===== config.mk =====
export PLATFORM = sky130hd
export DESIGN_NAME = alu_op_issue
export DESIGN_NICKNAME = d
export VERILOG_FILES = /design/src/rtl/alu_op_issue_pkg.sv /design/src/rtl/alu_op_issue_funct_map.sv /design/src/rtl/alu_op_issue.sv
export SDC_FILE = /design/constraint.sdc
export NUM_CORES = 1
export LEC_CHECK = 0
export BUFFER_PORTS_ARGS = -buffer_cell sky130_fd_sc_hd__buf_2
export CORE_MARGIN = 2
export CORE_UTILIZATION = 49
export CTS_CLUSTER_DIAMETER = 100
export DETAILED_ROUTE_END_ITERATION = 12
export GPL_TIMING_DRIVEN = 0
export MAX_ROUTING_LAYER = met4
export PLACE_DENSITY = 0.75
export SYNTH_ARGS = -nofsm -noshare
export SYNTH_HDL_FRONTEND = slang
export SYNTH_HIERARCHICAL = 1
export SYNTH_SLANG_ARGS = --single-unit

===== constraint.sdc =====
create_clock -name clk -period 1.9 [get_ports clk]
set_input_delay 0.38 -clock clk [delete_from_list [all_inputs] [get_ports clk]]
set_output_delay 0.38 -clock clk [all_outputs]
set_load 0.02 [all_outputs]

===== src/rtl/alu_op_issue_pkg.sv =====
// Shared opcode/funct constants and types for the ID-stage ALU op issue slice.
// Latency: none (constants and helpers only).
// Backpressure: n/a.
package alu_op_issue_pkg;

  localparam int OP_W_DEF    = 6;
  localparam int FUNCT_W_DEF = 6;
  localparam int MD_CNT_W    = 8;

  // Opcodes
  localparam logic [5:0] OP_SPECIAL = 6'h00;
  localparam logic [5:0] OP_JAL     = 6'h03;
  localparam logic [5:0] OP_ADDI    = 6'h08;
  localparam logic [5:0] OP_ADDIU   = 6'h09;
  localparam logic [5:0] OP_SLTI    = 6'h0A;
  localparam logic [5:0] OP_SLTIU   = 6'h0B;
  localparam logic [5:0] OP_ANDI    = 6'h0C;
  localparam logic [5:0] OP_ORI     = 6'h0D;
  localparam logic [5:0] OP_XORI    = 6'h0E;
  localparam logic [5:0] OP_LUI     = 6'h0F;
  localparam logic [5:0] OP_LB      = 6'h20;
  localparam logic [5:0] OP_LH      = 6'h21;
  localparam logic [5:0] OP_LW      = 6'h23;
  localparam logic [5:0] OP_LBU     = 6'h24;
  localparam logic [5:0] OP_LHU     = 6'h25;
  localparam logic [5:0] OP_SB      = 6'h28;
  localparam logic [5:0] OP_SH      = 6'h29;
  localparam logic [5:0] OP_SW      = 6'h2B;

  // ALU / special funct codes
  localparam logic [5:0] FN_NOP   = 6'h00;
  localparam logic [5:0] FN_MFHI  = 6'h10;
  localparam logic [5:0] FN_MFLO  = 6'h12;
  localparam logic [5:0] FN_MULT  = 6'h18;
  localparam logic [5:0] FN_MULTU = 6'h19;
  localparam logic [5:0] FN_DIV   = 6'h1A;
  localparam logic [5:0] FN_DIVU  = 6'h1B;
  localparam logic [5:0] FN_ADD   = 6'h20;
  localparam logic [5:0] FN_ADDU  = 6'h21;
  localparam logic [5:0] FN_AND   = 6'h24;
  localparam logic [5:0] FN_OR    = 6'h25;
  localparam logic [5:0] FN_XOR   = 6'h26;
  localparam logic [5:0] FN_SLT   = 6'h2A;
  localparam logic [5:0] FN_SLTU  = 6'h2B;

  typedef enum logic {
    MD_IDLE = 1'b0,
    MD_BUSY = 1'b1
  } md_state_t;

  // Occupancy load value, clamped to the 1..255 range the counter supports.
  function automatic logic [MD_CNT_W-1:0] md_load(input int cycles);
    if (cycles < 1)        return MD_CNT_W'(1);
    else if (cycles > 255) return MD_CNT_W'(255);
    else                   return MD_CNT_W'(cycles);
  endfunction

endpackage


===== src/rtl/alu_op_issue_funct_map.sv =====
// Pure combinational {op, funct_in} -> ALU funct code + illegal flag table.
// Latency: combinational, zero cycles.
// Backpressure: none; callers own all handshaking.
// Ports: op/funct_in (instruction fields) in; funct/illegal (mapped code, unmapped-op flag) out.
module alu_op_issue_funct_map
  import alu_op_issue_pkg::*;
#(
  parameter int OP_W    = OP_W_DEF,
  parameter int FUNCT_W = FUNCT_W_DEF
) (
  input  logic [OP_W-1:0]    op,
  input  logic [FUNCT_W-1:0] funct_in,
  output logic [FUNCT_W-1:0] funct,
  output logic               illegal
);

  always_comb begin
    funct   = FUNCT_W'(FN_NOP);
    illegal = 1'b0;
    case (op)
      OP_W'(OP_SPECIAL): funct = funct_in;
      OP_W'(OP_ADDI):    funct = FUNCT_W'(FN_ADD);
      OP_W'(OP_ADDIU),
      OP_W'(OP_LB), OP_W'(OP_LH), OP_W'(OP_LW), OP_W'(OP_LBU), OP_W'(OP_LHU),
      OP_W'(OP_SB), OP_W'(OP_SH), OP_W'(OP_SW):
                         funct = FUNCT_W'(FN_ADDU);
      OP_W'(OP_SLTI):    funct = FUNCT_W'(FN_SLT);
      OP_W'(OP_SLTIU):   funct = FUNCT_W'(FN_SLTU);
      OP_W'(OP_ANDI):    funct = FUNCT_W'(FN_AND);
      OP_W'(OP_ORI),
      OP_W'(OP_LUI),
      OP_W'(OP_JAL):     funct = FUNCT_W'(FN_OR);
      OP_W'(OP_XORI):    funct = FUNCT_W'(FN_XOR);
      default: begin
        funct   = FUNCT_W'(FN_NOP);
        illegal = 1'b1;
      end
    endcase
  end

endmodule


===== src/rtl/alu_op_issue.sv =====
// ID/EX funct register: maps decoded ops to ALU funct codes and tracks MULT/DIV occupancy.
// Latency: one cycle from accept to out_valid/funct_out.
// Backpressure: in_ready drops when the slot is full and not draining, under flush, or when
//   a HI/LO reader or new mult/div meets a busy mult/div unit; funct_out holds while stalled.
// Ports: clk/rst (sync, active-high), flush; in_valid/in_ready/op/funct_in from decoder;
//   out_valid/out_ready/funct_out/illegal to EX; md_busy/md_done occupancy status.
module alu_op_issue
  import alu_op_issue_pkg::*;
#(
  parameter int OP_W        = OP_W_DEF,
  parameter int FUNCT_W     = FUNCT_W_DEF,
  parameter int MULT_CYCLES = 4,
  parameter int DIV_CYCLES  = 32,
  parameter bit MD_ENABLE   = 1'b1
) (
  input  logic               clk,
  input  logic               rst,
  input  logic               flush,
  input  logic               in_valid,
  output logic               in_ready,
  input  logic [OP_W-1:0]    op,
  input  logic [FUNCT_W-1:0] funct_in,
  output logic               out_valid,
  input  logic               out_ready,
  output logic [FUNCT_W-1:0] funct_out,
  output logic               illegal,
  output logic               md_busy,
  output logic               md_done
);

  localparam logic [MD_CNT_W-1:0] MULT_LOAD = md_load(MULT_CYCLES);
  localparam logic [MD_CNT_W-1:0] DIV_LOAD  = md_load(DIV_CYCLES);

  logic [FUNCT_W-1:0]  map_funct;
  logic                map_illegal;
  md_state_t           state;
  logic [MD_CNT_W-1:0] md_cnt;

  logic is_special;
  logic is_mult;
  logic is_div;
  logic is_hilo;
  logic md_haz;
  logic accept;

  alu_op_issue_funct_map #(
    .OP_W    (OP_W),
    .FUNCT_W (FUNCT_W)
  ) u_funct_map (
    .op       (op),
    .funct_in (funct_in),
    .funct    (map_funct),
    .illegal  (map_illegal)
  );

  assign is_special = (op == OP_W'(OP_SPECIAL));
  assign is_mult    = is_special && ((funct_in == FUNCT_W'(FN_MULT)) ||
                                     (funct_in == FUNCT_W'(FN_MULTU)));
  assign is_div     = is_special && ((funct_in == FUNCT_W'(FN_DIV)) ||
                                     (funct_in == FUNCT_W'(FN_DIVU)));
  assign is_hilo    = is_special && ((funct_in == FUNCT_W'(FN_MFHI)) ||
                                     (funct_in == FUNCT_W'(FN_MFLO)));

  assign md_busy  = (state == MD_BUSY);
  assign md_haz   = md_busy && (is_mult || is_div || is_hilo);
  // flush forces in_ready low, so a flush and an accept never share a cycle.
  assign in_ready = !flush && !md_haz && (!out_valid || out_ready);
  assign accept   = in_valid && in_ready;

  // ID/EX handshake register. funct_out/illegal only change on accept, so they stay
  // stable for the whole stall.
  always_ff @(posedge clk) begin
    if (rst) begin
      out_valid <= 1'b0;
      funct_out <= '0;
      illegal   <= 1'b0;
    end else if (flush) begin
      out_valid <= 1'b0;
    end else if (accept) begin
      out_valid <= 1'b1;
      funct_out <= map_funct;
      illegal   <= map_illegal;
    end else if (out_ready) begin
      out_valid <= 1'b0;
    end
  end

  // Mult/div occupancy. Flush is deliberately ignored: the EX unit finishes the
  // operation regardless, so HI/LO stay unavailable until the count expires.
  // md_done is registered one cycle early so it is high exactly while md_cnt==1.
  always_ff @(posedge clk) begin
    if (rst) begin
      state   <= MD_IDLE;
      md_cnt  <= '0;
      md_done <= 1'b0;
    end else begin
      case (state)
        MD_IDLE: begin
          md_done <= 1'b0;
          if (MD_ENABLE && accept && is_mult) begin
            state   <= MD_BUSY;
            md_cnt  <= MULT_LOAD;
            md_done <= (MULT_LOAD == MD_CNT_W'(1));
          end else if (MD_ENABLE && accept && is_div) begin
            state   <= MD_BUSY;
            md_cnt  <= DIV_LOAD;
            md_done <= (DIV_LOAD == MD_CNT_W'(1));
          end
        end
        MD_BUSY: begin
          // Saturating decrement; the counter never wraps below zero.
          md_cnt  <= (md_cnt > MD_CNT_W'(1)) ? md_cnt - MD_CNT_W'(1) : '0;
          md_done <= (md_cnt == MD_CNT_W'(2));
          if (md_cnt <= MD_CNT_W'(1)) begin
            state <= MD_IDLE;
          end
        end
        default: begin
          state   <= MD_IDLE;
          md_cnt  <= '0;
          md_done <= 1'b0;
        end
      endcase
    end
  end

endmodule

==> run metrics, run 1 <==
slew of the pin with the lowest slew margin=~0.53 ns; worst hold margin=approximately 0.28 ns; Max Cap Violations=0; first-iteration detailed-routing DRC count=45; average wire per standard cell=approximately 14 um; clock-pin transition on the worst setup and hold timing paths=between 0.1 and 0.15 ns; worst vdd rail ir drop=0.466 mV; Period Utilization, post-route=a little over nine tenths; Pre-Repair DR Iteration Count=4; Final Util=~63%; antenna cell count=0; CTS sink count=18; Setup CP Type=reg2reg; DP Worst Slack=-0.160 ns; synthesized net count=~160; total wirelength of the detailed-routed design=roughly 2800 um; ports placed on the boundary=28; synthesized-area fraction occupied by xor and xnor cells=less than 1%; number of buffers inserted for hold repair after clock tree synthesis=0; final setup vio count=0; crit path setup slack, layout=around 0.11 ns; Max Slew Vio Count=0; P per Cell Area=526 nW/um^2; switching part of the total=about 26%; Die H=about 53 um; number of cells in the finished layout apart from fillers=200; final layout net count=between 150 and 200; flops & latches, synth=18; via density per instance=about 5.8; TritonCTS Buffers=3; total routing usage reported by global routing=between 20% and 30%; overall die area=2790 sq um; sw power=~0.19 mW; final weighted congestion in routability-driven placement=approximately 0.9; Via Count=about 1200; mux cell area share after synthesis=~8.6%; Cell variety after synth=43; maximum number of buffers from clock root to sink=2; largest family of logic cells by synthesized area=simple AND/OR/NAND/NOR gates; crit end category=flop; largest net degree at the start of global routing=11; number of synthesis warnings=6; Clock H-tree levels=1; Fill cells=around 210; part of the total power dissipated in combinational logic=~15%; startpoint type of the worst setup path=flop; number of I/O port buffers=26; Starting Density=52.3%; signed area change from the synthesized netlist to the final layout=19.6%; final-layout setup total negative slack=0 ns; post-synthesis share of cell area spent on full adders, half adders and majority gates=roughly 3.2%; DRC Markers=0; vias in the first global route=about 1000; standard-cell rows=17; FFs w/ async S/R, synth=0%; Critical Path AT=1.99 ns; clock network fraction of design power=32.8%; Root Buffer Master=sky130_fd_sc_hd__clkbuf_4; DP Cell Count=195; shortest clock period the worst path allows after layout=about 1.8 ns; sequential cell area fraction in the yosys report=roughly 30%; total gr overflow=0; top_reg_cell synth=sky130_fd_sc_hd__dfxtp_1; outcome=completed; Simple-Gate Fraction of Synth Area=approximately a third; part of the total power dissipated in sequential elements=a little over half; Achievable Freq=between 500 and 600 MHz; TritonCTS clock tree=yes; Internal Power=between 0.5 and 0.6 mW; share of cells above drive strength 1=27.9%; synthesized instance count=approximately 140; clk_lat worst skew=around 0.30 ns; cell area after synthesis=~1200 sq um; Multi-input gate area=about 750 sq um; total leakage power=around 0.62 nW; floorplan die width=between 50 and 60 um; number of synthesized flops with an enable pin=0; number of antenna violations at the first check in global routing=0; Hold Crit Class=in2reg; wire length of the first global-routing pass=around 4500 um; Worst Path Required=between 2 and 2.5 ns; total count of hold-check failures in the final report=0; register area=~360 sq um; maximum net fanout on the critical path=9; post-detailed-route count of antenna-violating nets=0; worst setup skew after layout=0.00181 ns; RSZ-0062 raised after global routing=no; HPWL after detailed placement=2030 um; mean instance size in the synthesized netlist=roughly 8.3 sq um; worst slew margin relative to its limit=between 60% and 70%; area fraction in compound gates after synthesis=17.9%; placeable core area=2230 sq um
[repair_timing]
action / 4_1_cts / 5_1_grt
gates cloned: 0 / 0
pin swaps: 1 / 0
endpoints found under the setup margin: 1 / 8
resized for setup: 0 / 4
setup buffers: 0 / 1
hold endpoints to repair: 0 / 0
[path summary, 6_finish.rpt]
path | depth (start not counted) | to | from | slack [ns]
worst max register to register | 6 | md_cnt[3] | md_cnt[4] | 0.11
worst max-delay path | 6 | md_cnt[3] | md_cnt[4] | 0.11
worst min register to register | 2 | funct_out[4] | funct_out[4] | 0.51
worst min-delay path | 2 | md_cnt[3] | rst | 0.28
[stage by stage]
| stage | power, mW | instance area, sq um |
|---|---|---|
| detailed placement | 0.500 | 1330 |
| floorplan | 0.457 | 1170 |
| CTS | 0.741 | 1370 |
| global route | 0.771 | 1400 |
| finish | 0.735 | 1400 |
| global placement | 0.496 | 1330 |
[cells in the final DEF, fill, tap and decap left out, drive strengths merged, types with 4 or more instances in the layout]
cell	instances
nor4	4
a211oi	4
dfxtp	18
nor3b	4
mux2i	10
buf	32
nor2	21
o21ai	6
nor2b	5
nor3	4
nand2	7
inv	6
or3	5
nand2b	5
a21oi	7
clkbuf	5
[state kept, by name, summed over array words and instances (netlist names)]
signal	flops
md_cnt	8
funct_out	6
illegal	1
md_busy	1
md_done	1
out_valid	1
[synthesized netlist by cell type, drive strengths merged (2+ instances only)]
library cell / number / area share (%)
a31oi: 3 / 1.6
nor4: 4 / 3.4
ha: 3 / 3.2
inv: 6 / 1.9
nor3: 4 / 2.1
dfxtp: 18 / 31
nor3b: 4 / 2.6
buf: 5 / 4.3
nand3b: 2 / 1.3
a211oi: 4 / 2.6
nor2b: 5 / 2.9
nand2b: 5 / 2.7
mux2i: 10 / 8.6
nand2: 7 / 2.2
a21oi: 7 / 3.0
or3: 5 / 2.8
and3: 3 / 1.7
nor2: 21 / 6.7
a41oi: 2 / 1.5
o21ai: 6 / 2.9
o21a: 2 / 1.3
nand3: 2 / 0.86
nand4: 2 / 1.1
[layout make-up]
| cell class | count | share of cell area (%) |
|---|---|---|
| tap | 28 | 2.51 |
| multi-input combinational | 111 | 53.8 |
| timing repair buffer | 27 | 9.85 |
| buffer | 6 | 3.85 |
| clock buffer | 4 | 2.60 |
| inverter | 6 | 1.61 |
| sequential | 18 | 25.8 |
[power groups by stage]
stage | sequential, mW | clock, mW | combinational (mW)
after global placement | 0.392 | 0 | 0.105
after floorplan | 0.398 | 0 | 0.0595
final | 0.383 | 0.241 | 0.111
after global routing | 0.384 | 0.265 | 0.122
after detailed placement | 0.392 | 0 | 0.107
after CTS | 0.384 | 0.249 | 0.108
[kinds of logic (layout without fill, tap and decap cells)]
kind of cell | count (synthesis) | count (layout)
AO/OA/AOI/OAI | 31 | 31
AND/OR/NAND/NOR | 66 | 66
multiplexers | 10 | 10
buffers and inverters | 12 | 43
adder cells (fa/ha/maj) | 3 | 3
XOR/XNOR | 1 | 1
flip-flops | 18 | 18
[metal layers]
metal | up-vias | track usage, % | share of wire (%) | wire (um)
met1 | 529 | 29.8 | 45 | 1230
met4 | 0 | 8.97 | 1.0 | 28
met5 | - | - | 0 | 0
li1 | 575 | - | - | -
met2 | 49 | 33.8 | 47 | 1280
met3 | 4 | 3.43 | 7.8 | 216
[critical path, stage by stage (launching register included)]
cell and delay [ns]:
sky130_fd_sc_hd__dfxtp_1 0.37, sky130_fd_sc_hd__or4_4 0.59, sky130_fd_sc_hd__nor4_4 0.23, sky130_fd_sc_hd__nor2b_2 0.08
sky130_fd_sc_hd__buf_6 0.14, sky130_fd_sc_hd__a41oi_1 0.21, sky130_fd_sc_hd__a211oi_1 0.07
Power figures use the tool's default switching activity.
==> inputs of run 2 (changes only) <==
CORE_UTILIZATION = 50   (was 49)
PLACE_DENSITY = 0.76   (was 0.75)
==> run 2 against run 1 <==
  * Critical path depth unchanged
  * Power down 0.50%
  * Count of clock-buffer cells in the layout unchanged
  * Via count shrank 0.95%
  * Non-clock buffer count down 1
  * Final cell count decreased by 0.50%
  * Clock power barely moved
  * Wire length is 1.3% lower
  * First-iteration DRC count is 36% lower
  * Final area is 1.3% lower
  * Core utilization fell by 0.25 points
==> run metrics, run 2 (synthesis results as in run 1) <==
outcome=completed; RSZ-0062 raised after global routing=yes; Period Utilization, post-route=97.7% (+3.3 points); final setup vio count=0 (unchanged); share of cells above drive strength 1=26.9% (-1.0 points); clock-pin transition on the worst setup and hold timing paths=0.11 ns (about the same); total leakage power=0.617 nW (-0.91%); total count of hold-check failures in the final report=0 (unchanged); Critical Path AT=1.48 ns (-0.51 ns); Routed met3 length=131 um (-39%); Largest register FFs=8 (unchanged); overall die area=2740 sq um (-1.8%); DP Area=1330 sq um (unchanged); most common cell after layout, fill and taps aside=sky130_fd_sc_hd__buf_2; total gr overflow=0 (unchanged); maximum net fanout on the critical path=4 (-5); floorplan die width=52.3 um (-0.93%); total routing usage reported by global routing=21.8% (-0.56 points); ports placed on the boundary=28 (unchanged); Achievable Freq=539 MHz (-3.3%); final layout net count=192 (-0.52%); top library cells by usage in the layout, fill and taps aside=sky130_fd_sc_hd__buf_2, sky130_fd_sc_hd__nor2_1, sky130_fd_sc_hd__dfxtp_1, sky130_fd_sc_hd__mux2i_1; worst r2r src=md_cnt[5]; clk_lat worst skew=0.30 ns (about the same); DRC Markers=0 (unchanged); largest net degree at the start of global routing=11 (unchanged); wl on met1=1120 um (-9.2%); average wire per standard cell=13.7 um (-0.81%); Max Cap Violations=0 (unchanged); Root Buffer Master=sky130_fd_sc_hd__clkbuf_4; startpoint type of the worst setup path=primary input; worst vdd rail ir drop=0.469 mV (+0.68%); Die H=52.3 um (-0.93%); Pre-Repair DR Iteration Count=4 (unchanged); summed area of non-filler cells in the final layout=1380 sq um (-1.3%); via density per instance=5.76 (-0.45%); final-layout setup total negative slack=0 ns (unchanged); number of I/O port buffers=26 (unchanged); worst slew margin relative to its limit=53.7% (-11 points); Worst Min Path Start=rst; Max Slew Vio Count=0 (unchanged); number of antenna violations at the first check in global routing=0 (unchanged); first-iteration detailed-routing DRC count=29 (-36%); placeable core area=2210 sq um (-0.95%); DP Cell Count=195 (unchanged); crit end category=output pin; uppermost metal layer occupied by signal nets=met4; TritonCTS clock tree=yes; slew of the pin with the lowest slew margin=0.685 ns (+0.154 ns); Clock H-tree levels=1 (unchanged); register-to-register path setup slack=0.10 ns (about the same); Setup CP Type=in2out; TritonCTS Buffers=3 (unchanged); post-detailed-route count of antenna-violating nets=0 (unchanged); shortest clock period the worst path allows after layout=1.86 ns (+0.0621 ns); end point of the most critical hold path=md_cnt[4]; Starting Density=52.8% (+0.50 points); total wirelength of the detailed-routed design=2720 um (-1.3%); Hold Crit Class=in2reg; Worst Path Required=1.52 ns (-0.57 ns); registers with the most flip-flops=md_cnt x8, funct_out x6; number of cells in the finished layout apart from fillers=199 (-0.50%); P per Cell Area=530 nW/um^2 (+0.85%); Via Count=1146 (-0.95%); maximum number of buffers from clock root to sink=2 (unchanged); worst setup skew after layout=0.00840 ns (+0.00659 ns); wire length on met2=1460 um (+13%); final weighted congestion in routability-driven placement=0.893 (+0.65%); post-layout power=0.731 mW (-0.50%); signed area change from the synthesized netlist to the final layout=18.0%; hold path depth=2 (unchanged); register bank with the most flops=md_cnt; vias in the first global route=1126 (+10%); capture point of the worst reg-to-reg path=md_cnt[3]; wire length of the first global-routing pass=4490 um (unchanged); standard-cell rows=17 (unchanged); antenna cell count=0 (unchanged); HPWL after detailed placement=2090 um (+3.2%); count of cells along the worst register-to-register path=6 (unchanged); CTS sink count=18 (unchanged)
==> run 2: metrics by stage <==
step                hold slack, ns  setup WS, ns  util, %
global placement             0.470       -0.0174     60.3
global route                 0.272       -0.0338     62.3
detailed placement           0.486       -0.0968     60.3
finish                       0.269        0.0434     62.3
floorplan                    0.459         0.142        -
CTS                          0.272        0.0578     61.9
==> run 2: layer usage <==
metal  global-route usage (%)  vias up
li1                         -      574
met1                     23.8      534
met2                     40.4       36
met3                     2.86        2
met4                     6.84        0
met5                        -        -
==> run 2: area by class of cell <==
cell class / count / area [sq um]
tap: 28 / 35.0
timing repair buffer: 26 / 130
inverter: 6 / 22.5
buffer: 6 / 53.8
clock buffer: 4 / 36.3
fill: 201 / 833
multi-input combinational: 111 / 739
sequential: 18 / 362
==> run 2: critical path, stage by stage <==
cell	delay (ns)
sky130_fd_sc_hd__buf_2	0.10
sky130_fd_sc_hd__nor3b_1	0.43
sky130_fd_sc_hd__nand3_1	0.21
sky130_fd_sc_hd__nor2_1	0.14
sky130_fd_sc_hd__nor3_1	0.06
sky130_fd_sc_hd__buf_2	0.16
==> run 2: timing repair <==
action                                  4_1_cts  5_1_grt
pin swaps                                     1        0
gates resized for setup                       0        3
endpoints found under the setup margin        1        5
setup buffers                                 0        0
hold buffers                                  0        0
==> run 2: worst max-delay path by stage <==
stage / endpoint / startpoint / slack [ns]
2_1_floorplan: md_cnt[3] / md_cnt[4] / 0.14
3_3_place_gp: funct_out[4] / funct_in[2] / -0.02
3_5_place_dp: funct_out[4] / funct_in[2] / -0.1
4_1_cts: md_cnt[3] / md_cnt[4] / 0.06
5_1_grt: md_cnt[7] / out_valid / -0.03
6_report: in_ready / funct_in[2] / 0.04
==> run 2: power breakdown <==
group / internal [mW] / total, mW / leakage, nW / switching [mW]
Clock: 0.117 / 0.240 / 0.0210 / 0.123
Sequential: 0.381 / 0.383 / 0.146 / 0.00180
Combinational: 0.0464 / 0.108 / 0.450 / 0.0615
